==> src/rtl/vga_sram_arbiter_if.sv <==
// Bus bundle between the VGA fetcher, CPU data port, SRAM controller and the arbiter.
// The master modport is the arbiter's view; slave is the surrounding environment.
interface vga_sram_arbiter_if #(
  parameter int unsigned ADDR_W = 32,
  parameter int unsigned DATA_W = 32
);
  logic              vga_active;
  logic              vga_req;
  logic [ADDR_W-1:0] vga_addr;
  logic              vga_grant;
  logic              vga_rvalid;
  logic [DATA_W-1:0] vga_rdata;

  logic              cpu_req;
  logic              cpu_we;
  logic [ADDR_W-1:0] cpu_addr;
  logic [DATA_W-1:0] cpu_wdata;
  logic [3:0]        cpu_sel;
  logic              cpu_grant;
  logic              cpu_done;
  logic [DATA_W-1:0] cpu_rdata;

  logic              mem_req;
  logic              mem_we;
  logic [ADDR_W-1:0] mem_addr;
  logic [DATA_W-1:0] mem_wdata;
  logic [3:0]        mem_sel;
  logic [DATA_W-1:0] mem_rdata;
  logic              mem_busy;

  modport master (
    input  vga_active, vga_req, vga_addr,
    input  cpu_req, cpu_we, cpu_addr, cpu_wdata, cpu_sel,
    input  mem_rdata, mem_busy,
    output vga_grant, vga_rvalid, vga_rdata,
    output cpu_grant, cpu_done, cpu_rdata,
    output mem_req, mem_we, mem_addr, mem_wdata, mem_sel
  );

  modport slave (
    output vga_active, vga_req, vga_addr,
    output cpu_req, cpu_we, cpu_addr, cpu_wdata, cpu_sel,
    output mem_rdata, mem_busy,
    input  vga_grant, vga_rvalid, vga_rdata,
    input  cpu_grant, cpu_done, cpu_rdata,
    input  mem_req, mem_we, mem_addr, mem_wdata, mem_sel
  );
endinterface

==> src/rtl/vga_sram_arbiter.sv <==
// Single-port SRAM arbiter: VGA has priority in the visible window, CPU starvation is bounded
// by STARVE_LIMIT consecutive VGA wins. All outputs are registered.
module vga_sram_arbiter #(
  parameter int unsigned ADDR_W       = 32,
  parameter int unsigned DATA_W       = 32,
  parameter int unsigned STARVE_LIMIT = 4
) (
  input logic                clk,
  input logic                rst,
  vga_sram_arbiter_if.master bus
);
  localparam int unsigned CntW = (STARVE_LIMIT < 1) ? 1 : $clog2(STARVE_LIMIT + 1);

  typedef enum logic [1:0] {StIdle, StVgaXfer, StCpuXfer} state_e;

  state_e            state_q, state_d;
  logic [CntW-1:0]   starve_cnt_q, starve_cnt_d;
  logic              last_cpu_q, last_cpu_d;
  logic              vga_win, cpu_win, xfer_done;

  logic              vga_grant_q, vga_grant_d, vga_rvalid_q, vga_rvalid_d;
  logic              cpu_grant_q, cpu_grant_d, cpu_done_q, cpu_done_d;
  logic [DATA_W-1:0] vga_rdata_q, vga_rdata_d, cpu_rdata_q, cpu_rdata_d;
  logic              mem_req_q, mem_req_d, mem_we_q, mem_we_d;
  logic [ADDR_W-1:0] mem_addr_q, mem_addr_d;
  logic [DATA_W-1:0] mem_wdata_q, mem_wdata_d;
  logic [3:0]        mem_sel_q, mem_sel_d;

  always_ff @(posedge clk) begin
    if (rst) begin
      state_q      <= StIdle;
      starve_cnt_q <= '0;
      last_cpu_q   <= 1'b1;
      vga_grant_q  <= 1'b0;
      vga_rvalid_q <= 1'b0;
      vga_rdata_q  <= '0;
      cpu_grant_q  <= 1'b0;
      cpu_done_q   <= 1'b0;
      cpu_rdata_q  <= '0;
      mem_req_q    <= 1'b0;
      mem_we_q     <= 1'b0;
      mem_addr_q   <= '0;
      mem_wdata_q  <= '0;
      mem_sel_q    <= 4'h0;
    end else begin
      state_q      <= state_d;
      starve_cnt_q <= starve_cnt_d;
      last_cpu_q   <= last_cpu_d;
      vga_grant_q  <= vga_grant_d;
      vga_rvalid_q <= vga_rvalid_d;
      vga_rdata_q  <= vga_rdata_d;
      cpu_grant_q  <= cpu_grant_d;
      cpu_done_q   <= cpu_done_d;
      cpu_rdata_q  <= cpu_rdata_d;
      mem_req_q    <= mem_req_d;
      mem_we_q     <= mem_we_d;
      mem_addr_q   <= mem_addr_d;
      mem_wdata_q  <= mem_wdata_d;
      mem_sel_q    <= mem_sel_d;
    end
  end

  // Arbitration and next state; winners are only meaningful in StIdle.
  always_comb begin
    vga_win = 1'b0;
    cpu_win = 1'b0;
    if (state_q == StIdle) begin
      if (bus.cpu_req && (starve_cnt_q == CntW'(STARVE_LIMIT))) begin
        cpu_win = 1'b1;
      end else if (bus.vga_req && bus.vga_active) begin
        vga_win = 1'b1;
      end else if (bus.vga_req && bus.cpu_req) begin
        vga_win = last_cpu_q;
        cpu_win = ~last_cpu_q;
      end else begin
        vga_win = bus.vga_req;
        cpu_win = bus.cpu_req;
      end
    end
    xfer_done = (state_q != StIdle) && !bus.mem_busy;

    state_d = state_q;
    unique case (state_q)
      StIdle: begin
        if (vga_win)      state_d = StVgaXfer;
        else if (cpu_win) state_d = StCpuXfer;
      end
      StVgaXfer, StCpuXfer: begin
        if (!bus.mem_busy) state_d = StIdle;
      end
      default: state_d = StIdle;
    endcase

    last_cpu_d = last_cpu_q;
    if (vga_win)      last_cpu_d = 1'b0;
    else if (cpu_win) last_cpu_d = 1'b1;

    starve_cnt_d = starve_cnt_q;
    if (!bus.cpu_req || cpu_win) begin
      starve_cnt_d = '0;
    end else if (vga_win && (starve_cnt_q != CntW'(STARVE_LIMIT))) begin
      starve_cnt_d = starve_cnt_q + CntW'(1);
    end
  end

  always_comb begin
    vga_grant_d  = 1'b0;
    vga_rvalid_d = 1'b0;
    vga_rdata_d  = vga_rdata_q;
    cpu_grant_d  = 1'b0;
    cpu_done_d   = 1'b0;
    cpu_rdata_d  = cpu_rdata_q;
    mem_req_d    = mem_req_q;
    mem_we_d     = mem_we_q;
    mem_addr_d   = mem_addr_q;
    mem_wdata_d  = mem_wdata_q;
    mem_sel_d    = mem_sel_q;
    if (vga_win) begin
      vga_grant_d = 1'b1;
      mem_req_d   = 1'b1;
      mem_we_d    = 1'b0;
      mem_addr_d  = bus.vga_addr;
      mem_wdata_d = '0;
      mem_sel_d   = 4'hF;
    end else if (cpu_win) begin
      cpu_grant_d = 1'b1;
      mem_req_d   = 1'b1;
      mem_we_d    = bus.cpu_we;
      mem_addr_d  = bus.cpu_addr;
      mem_wdata_d = bus.cpu_wdata;
      mem_sel_d   = bus.cpu_sel;
    end
    if (xfer_done) begin
      mem_req_d = 1'b0;
      if (state_q == StVgaXfer) begin
        vga_rvalid_d = 1'b1;
        vga_rdata_d  = bus.mem_rdata;
      end else begin
        cpu_done_d = 1'b1;
        // Writes leave the last read value visible to the CPU.
        if (!mem_we_q) cpu_rdata_d = bus.mem_rdata;
      end
    end
  end

  assign bus.vga_grant  = vga_grant_q;
  assign bus.vga_rvalid = vga_rvalid_q;
  assign bus.vga_rdata  = vga_rdata_q;
  assign bus.cpu_grant  = cpu_grant_q;
  assign bus.cpu_done   = cpu_done_q;
  assign bus.cpu_rdata  = cpu_rdata_q;
  assign bus.mem_req    = mem_req_q;
  assign bus.mem_we     = mem_we_q;
  assign bus.mem_addr   = mem_addr_q;
  assign bus.mem_wdata  = mem_wdata_q;
  assign bus.mem_sel    = mem_sel_q;
endmodule
==> src/flat_wrapper.sv <==
// flat-port wrapper written by rule: the top's interface ports become plain ports
module vga_sram_arbiter_flat 
#(
  parameter int unsigned ADDR_W       = 32,
  parameter int unsigned DATA_W       = 32,
  parameter int unsigned STARVE_LIMIT = 4
)
  (clk, rst, bus_vga_active, bus_vga_req, bus_vga_addr, bus_cpu_req, bus_cpu_we, bus_cpu_addr, bus_cpu_wdata, bus_cpu_sel, bus_mem_rdata, bus_mem_busy, bus_vga_grant, bus_vga_rvalid, bus_vga_rdata, bus_cpu_grant, bus_cpu_done, bus_cpu_rdata, bus_mem_req, bus_mem_we, bus_mem_addr, bus_mem_wdata, bus_mem_sel);
  vga_sram_arbiter_if #(.ADDR_W(ADDR_W), .DATA_W(DATA_W)) bus_i ();
  input logic clk;
  input logic rst;
  input wire logic [$bits(bus_i.vga_active)-1:0] bus_vga_active;
  input wire logic [$bits(bus_i.vga_req)-1:0] bus_vga_req;
  input wire logic [$bits(bus_i.vga_addr)-1:0] bus_vga_addr;
  input wire logic [$bits(bus_i.cpu_req)-1:0] bus_cpu_req;
  input wire logic [$bits(bus_i.cpu_we)-1:0] bus_cpu_we;
  input wire logic [$bits(bus_i.cpu_addr)-1:0] bus_cpu_addr;
  input wire logic [$bits(bus_i.cpu_wdata)-1:0] bus_cpu_wdata;
  input wire logic [$bits(bus_i.cpu_sel)-1:0] bus_cpu_sel;
  input wire logic [$bits(bus_i.mem_rdata)-1:0] bus_mem_rdata;
  input wire logic [$bits(bus_i.mem_busy)-1:0] bus_mem_busy;
  output wire logic [$bits(bus_i.vga_grant)-1:0] bus_vga_grant;
  output wire logic [$bits(bus_i.vga_rvalid)-1:0] bus_vga_rvalid;
  output wire logic [$bits(bus_i.vga_rdata)-1:0] bus_vga_rdata;
  output wire logic [$bits(bus_i.cpu_grant)-1:0] bus_cpu_grant;
  output wire logic [$bits(bus_i.cpu_done)-1:0] bus_cpu_done;
  output wire logic [$bits(bus_i.cpu_rdata)-1:0] bus_cpu_rdata;
  output wire logic [$bits(bus_i.mem_req)-1:0] bus_mem_req;
  output wire logic [$bits(bus_i.mem_we)-1:0] bus_mem_we;
  output wire logic [$bits(bus_i.mem_addr)-1:0] bus_mem_addr;
  output wire logic [$bits(bus_i.mem_wdata)-1:0] bus_mem_wdata;
  output wire logic [$bits(bus_i.mem_sel)-1:0] bus_mem_sel;
  assign bus_i.vga_active = bus_vga_active;
  assign bus_i.vga_req = bus_vga_req;
  assign bus_i.vga_addr = bus_vga_addr;
  assign bus_i.cpu_req = bus_cpu_req;
  assign bus_i.cpu_we = bus_cpu_we;
  assign bus_i.cpu_addr = bus_cpu_addr;
  assign bus_i.cpu_wdata = bus_cpu_wdata;
  assign bus_i.cpu_sel = bus_cpu_sel;
  assign bus_i.mem_rdata = bus_mem_rdata;
  assign bus_i.mem_busy = bus_mem_busy;
  assign bus_vga_grant = bus_i.vga_grant;
  assign bus_vga_rvalid = bus_i.vga_rvalid;
  assign bus_vga_rdata = bus_i.vga_rdata;
  assign bus_cpu_grant = bus_i.cpu_grant;
  assign bus_cpu_done = bus_i.cpu_done;
  assign bus_cpu_rdata = bus_i.cpu_rdata;
  assign bus_mem_req = bus_i.mem_req;
  assign bus_mem_we = bus_i.mem_we;
  assign bus_mem_addr = bus_i.mem_addr;
  assign bus_mem_wdata = bus_i.mem_wdata;
  assign bus_mem_sel = bus_i.mem_sel;
  vga_sram_arbiter #(.ADDR_W(ADDR_W), .DATA_W(DATA_W), .STARVE_LIMIT(STARVE_LIMIT)) u_core (.clk(clk), .rst(rst), .bus(bus_i));
endmodule
==> config.mk <==
export PLATFORM = sky130hd
export DESIGN_NAME = vga_sram_arbiter_flat
export DESIGN_NICKNAME = d
export VERILOG_FILES = /design/src/rtl/vga_sram_arbiter_if.sv /design/src/rtl/vga_sram_arbiter.sv /design/src/flat_wrapper.sv
export SDC_FILE = /design/constraint.sdc
export NUM_CORES = 1
export LEC_CHECK = 0
export BUFFER_PORTS_ARGS = -buffer_cell sky130_fd_sc_hd__buf_2
export CORE_MARGIN = 10
export CORE_UTILIZATION = 49
export DETAILED_ROUTE_END_ITERATION = 7
export GPL_ROUTABILITY_DRIVEN = 0
export PLACE_DENSITY = 0.85
export SLEW_MARGIN = 10
export SYNTH_ARGS = -nofsm -noshare
export SYNTH_HDL_FRONTEND = slang
export SYNTH_SLANG_ARGS = --single-unit
==> constraint.sdc <==
create_clock -name clk -period 2.33 [get_ports clk]
set_input_delay 0.1165 -clock clk [delete_from_list [all_inputs] [get_ports clk]]
set_output_delay 0.1165 -clock clk [all_outputs]
set_load 0.01 [all_outputs]
Word-level counts from Yosys, hierarchy flattened
Index checks and enable logic that the tools add are counted.
W data, S select, Z words.

operators by class
  add/sub/neg operators = 1
  multiply operators = 0
  divide/modulo/power cells = 0
  $lt $le $gt $ge = 0
  eq/ne operators = 6
  shift operators = 0
  mux-type cells = 23
  bitwise operators = 4
  reductions and logical operators = 19

operator list
  kind                   number
  $mux W32               2
  $mux W1                15
  $reduce_or A2 Y1       5
  $mux W4                2
  $mux W2                3
  $logic_and A1 B1 Y1    5
  $not A1 Y1             4
  $pmux W2 S2            1
  $reduce_and A2 Y1      2
  $reduce_bool A2 Y1     2
  $add A3 B1 Y3 const B  1
  $eq A3 B3 Y1 const B   1
  $ne A3 B1 Y1 const B   1
  $ne A3 B3 Y1 const B   1
  $reduce_and A3 Y1      1
  $eq A2 B1 Y1 const B   1
  $eq A2 B2 Y1 const B   1
  $logic_not A1 Y1       2
  $logic_not A2 Y1       1
  $ne A2 B2 Y1 const B   1
  $logic_or A1 B1 Y1     1

storage, ports and cells
  register bits after elaboration = 144
  bits in latches = 0
  memory bits (writable) = 0
  ROM bits = 0
  input bits = 139
  output and inout bits = 138
  logic and storage cells = 67
  memories kept = 0

Longest topological paths before layout
  depth after elaboration = 8
  mapped depth = 9
  mapped depth without buffers = 6

Least setup slack after synthesis
OpenSTA, ideal clock, no wires.

  kind = register -> register
  start = register u_core.state_q[0]
  end = register u_core.state_q[1]
  library setup time = 0.128 ns
  arrival = 1.479 ns
  data required time = 2.202 ns
  slack = 0.723 ns
  stages on the path, launching flop included = 10
  path buffers = 3
  period minus slack after synthesis = 1.607 ns
  cells stage by stage = dfxtp_1 -> inv_1 -> ha_1 -> buf_4 -> and2_2 -> o21a_1 -> buf_4 -> buf_2 -> a21oi_1 -> nor2_1

between the ends
  longest elaborated chain between the ends = 4
  elaborated cells on any way between the ends = 11
  those cells by class = eq/ne: 4; mux: 4; reduce/logical: 3

ends and longest elaborated chain
  element                                                            line                                            RTL
  from (decl)                                                        vga_sram_arbiter.sv:16                          state_e state_q, state_d;
  from (signal assigned)                                             vga_sram_arbiter.sv:31                          state_q <= StIdle;
  from (signal assigned)                                             vga_sram_arbiter.sv:46                          state_q <= state_d;
  $eq A2 B2 Y1, or another cell as far along                         vga_sram_arbiter.sv:83                          unique case (state_q)
  $reduce_or A2 Y1 or $mux W1 (tied branches)                        vga_sram_arbiter.sv:83, vga_sram_arbiter.sv:67
  $ne A2 B2 Y1 (no source line), or another cell as far along        n/a
  $reduce_and A2 Y1 (no source line) or $pmux W2 S2 (tied branches)  n/a

Several ways; a longest one is shown, not always the timed one.
A chain may end at the register's enable or synchronous reset.

Worst setup path in the final report
  start = register u_core.state_q[0]
  end = register u_core.mem_addr_q[10], in the netlist u_core.bus.mem_addr[10]

between the ends
  longest elaborated chain between the ends = 3
  elaborated cells on any way between the ends = 5
  those cells by class = mux: 3; reduce/logical: 2

ends and longest elaborated chain
  element                                         line                    RTL
  $logic_not A2 Y1 (*)                            vga_sram_arbiter.sv:67  if (state_q == StIdle) begin
  $mux W1                                         vga_sram_arbiter.sv:67
  $mux W32 or $reduce_bool A2 Y1 (tied branches)  n/a
  to (signal assigned)                            vga_sram_arbiter.sv:57  mem_addr_q <= mem_addr_d;
  to (decl)                                       vga_sram_arbiter.sv:25  logic [ADDR_W-1:0] mem_addr_q, mem_addr_d;

Every way passes the cells marked *; elsewhere a longest branch is shown, timed or not.

==> flow_metrics.tcl <==
set metrics [dict create \
    area_growth_pct 63.2 \
    clock.fmax_mhz 517 \
    synth_area_um2 5410 \
    ys_seq_area_share_pct 53.3 \
    synth_area_leaders "dfxtp_1, nand2_1, a21oi_1" \
    worstPathArrival_ps 2410 \
    ys.flop_type "dfxtp_1" \
    routedWlPerCell_um 19.4 \
    ys_types 38 \
    vias_per_cell 5.30 \
    clock_path_buffers 2 \
    first_global_vias 6487 \
    routed_wl_um 22700 \
    setup_viol 0 \
    ir_worst_vdd_uv 750 \
    yosys_warnings 0 \
    fp-row-count 38 \
    ios 277 \
    post-route-util_pct 81.4 \
    worst_hold_slack_ps 159 \
    grt_start_max_net_pins 43 \
    fillCellCount 645 \
    ant_nets 0 \
    antenna_found_initial 6 \
    grt-ovfl-total 0 \
    drc_errors 0 \
    critPathMaxFanout 34 \
    clkSlewWorstSetupHoldPaths_ps 60 \
    track_usage_pct 27.5 \
    hp-start "bus_vga_active" \
    async_flop_share_pct 0 \
    critPathCaptureType "register" \
    die_area_um2 15600 \
    preCtsSetupSlack_ps 468 \
    final_net_count 1154 \
    grt_pass1_wl_um 35200 \
    syn_area_per_cell_um2 8.88 \
    drt_iter0_drc 603 \
    p_per_area_nw_per_um2 792 \
    leakagePower_nw 4.23 \
    insertion_delay_ps 530 \
    period_minus_slack_ps 1940 \
    crit_required_ps 2800 \
    rsz0062_at_grt "no" \
    die_w_um 125 \
    yosysTopAreaCell "dfxtp_1" \
    layout-drive-gt1-share_pct 34.4 \
    fp.coreArea_um2 10800 \
    synth-edff-count 0 \
    regToRegSetupSlack_ps 390 \
    finalSetupTns_ps 0 \
    cts_root_buf "clkbuf_8" \
    worst_pin_slew_ps 458 \
    setup_ws_ps 395 \
    holdCritPathClass "in2reg" \
    maxSlewViolCount 0 \
    fin_skew_ps 9.10 \
    relSlewSlack_pct 69.5 \
    synth_top_area_share_pct 53.3 \
    reg2reg_from "u_core.state_q[0]" \
    hold_violations 0 \
    htree_levels 4 \
    cts_buffers 17 \
    drv_cap 0 \
    io_buffers 276 \
    finalCritPeriodShare_pct 83.1 \
    holdBufCountCts 137 \
    vias 6197 \
    cts_tree "yes" \
    first_pass_iters 7 \
    post-cts-setup-buffer-count 0 \
    clock_sinks 144 \
    initial_core_util_pct 49.9 \
    ys_ff_latch 144 \
    synthCells 609 \
    cts_resized 0 \
    dp_hpwl_um 12600 \
    crit_type "reg2reg" \
    startpoint "u_core.state_q[0]" \
    start_kind "register" \
    die_h_um 125 \
    syn-num-nets 752 \
    outcome "finished clean" \
]
-- metrics by stage --
stage,cells,instance area (µm²),power (W)
2_1_floorplan,609,5410,0.00344
3_3_place_gp,995,6800,0.00382
3_5_place_dp,995,6800,0.00385
4_1_cts,1164,8810,0.00693
5_1_grt,1170,8830,0.00723
6_report,1170,8830,0.00699
-- cell type report --
| class | instances | area (µm²) | area share [%] |
|---|---|---|---|
| antenna | 6 | 15.0 | 0.170 |
| clock buffer | 22 | 453 | 5.13 |
| clock inverter | 10 | 183 | 2.07 |
| inverter | 5 | 18.8 | 0.213 |
| multi-input combinational | 414 | 2210 | 25.1 |
| sequential | 144 | 2880 | 32.7 |
| tap | 140 | 175 | 1.98 |
| timing repair buffer | 429 | 2890 | 32.7 |
-- path summary, 6_finish.rpt --
path | to | cells past startpoint
max reg2reg | u_core.bus.mem_addr[10] | 7
min | u_core.starve_cnt_q[0] | 5
min reg2reg | u_core.bus.mem_wdata[2] | 2
max | u_core.bus.mem_addr[10] | 7
-- logic make-up after synthesis --
group,after synthesis,synth area share [%]
buf+inv,51,5.76
mux,1,0.185
compound gates,179,22.7
simple gates,229,17.0
xor+xnor,1,0.162
flops,144,53.3
fa+ha+maj,4,0.926
-- flip-flops by register name (all words and copies together), names as in the netlist --
signal,cells
u_core.bus.vga_rdata,32
u_core.bus.mem_we,1
u_core.last_cpu_q,1
u_core.state_q,2
u_core.starve_cnt_q,3
u_core.bus.mem_addr,32
u_core.bus.cpu_rdata,32
u_core.bus.mem_sel,4
u_core.bus.mem_wdata,32
u_core.bus.mem_req,1
u_core.bus.cpu_grant,1
u_core.bus.vga_rvalid,1
u_core.bus.vga_grant,1
u_core.bus.cpu_done,1
-- per-layer routing --
layer | vias to the layer above | part of all wire [%] | GRT usage [%] | wire length [µm]
li1 | 2845 | - | - | -
met1 | 2866 | 35 | 27.4 | 7990
met2 | 393 | 51 | 47.4 | 11500
met3 | 93 | 9.2 | 10.3 | 2090
met4 | 0 | 5.0 | 18.0 | 1130
met5 | - | 0 | 0 | 0
-- worst max-delay path, stage by stage, from the launching register on --
cell      delay [ps]
dfxtp_1          310
inv_1             80
ha_1             400
nand2_1          220
a211oi_4         280
buf_12           230
a22o_1           210
a21o_1           110
-- cell usage after synthesis, types with 2 or more instances --
cell / count
buf_1: 4
clkbuf_1: 8
ha_1: 4
a21oi_1: 84
nor2_2: 2
nor2_1: 15
nand2_1: 198
a21o_1: 32
a21oi_2: 18
a22o_2: 4
buf_4: 6
dfxtp_1: 144
a22o_1: 28
inv_1: 5
nor3_1: 5
buf_2: 18
o21ai_0: 4
buf_6: 10
-- power by group --
part           internal, W  total, W  switching (W)  leakage (nW)
logic             0.000589   0.00129       0.000701          2.75
registers          0.00265   0.00277       0.000114          1.17
clock network      0.00190   0.00294        0.00103         0.301
-- placed cells by master, fill, tap and decap left out, drive strengths merged, types with 2 or more instances in the layout --
master         n
buf          292
nand2        198
dfxtp        144
dlygate4sd3  137
a21oi        102
a21o          32
a22o          32
clkbuf        22
nor2          17
diode          6
inv            5
nor3           5
bufinv         5
o21ai          5
ha             4
clkinvlp       3
clkinv         2
and2           2
o21a           2
nor4           2
No activity file was read; power rests on OpenSTA's default activity.
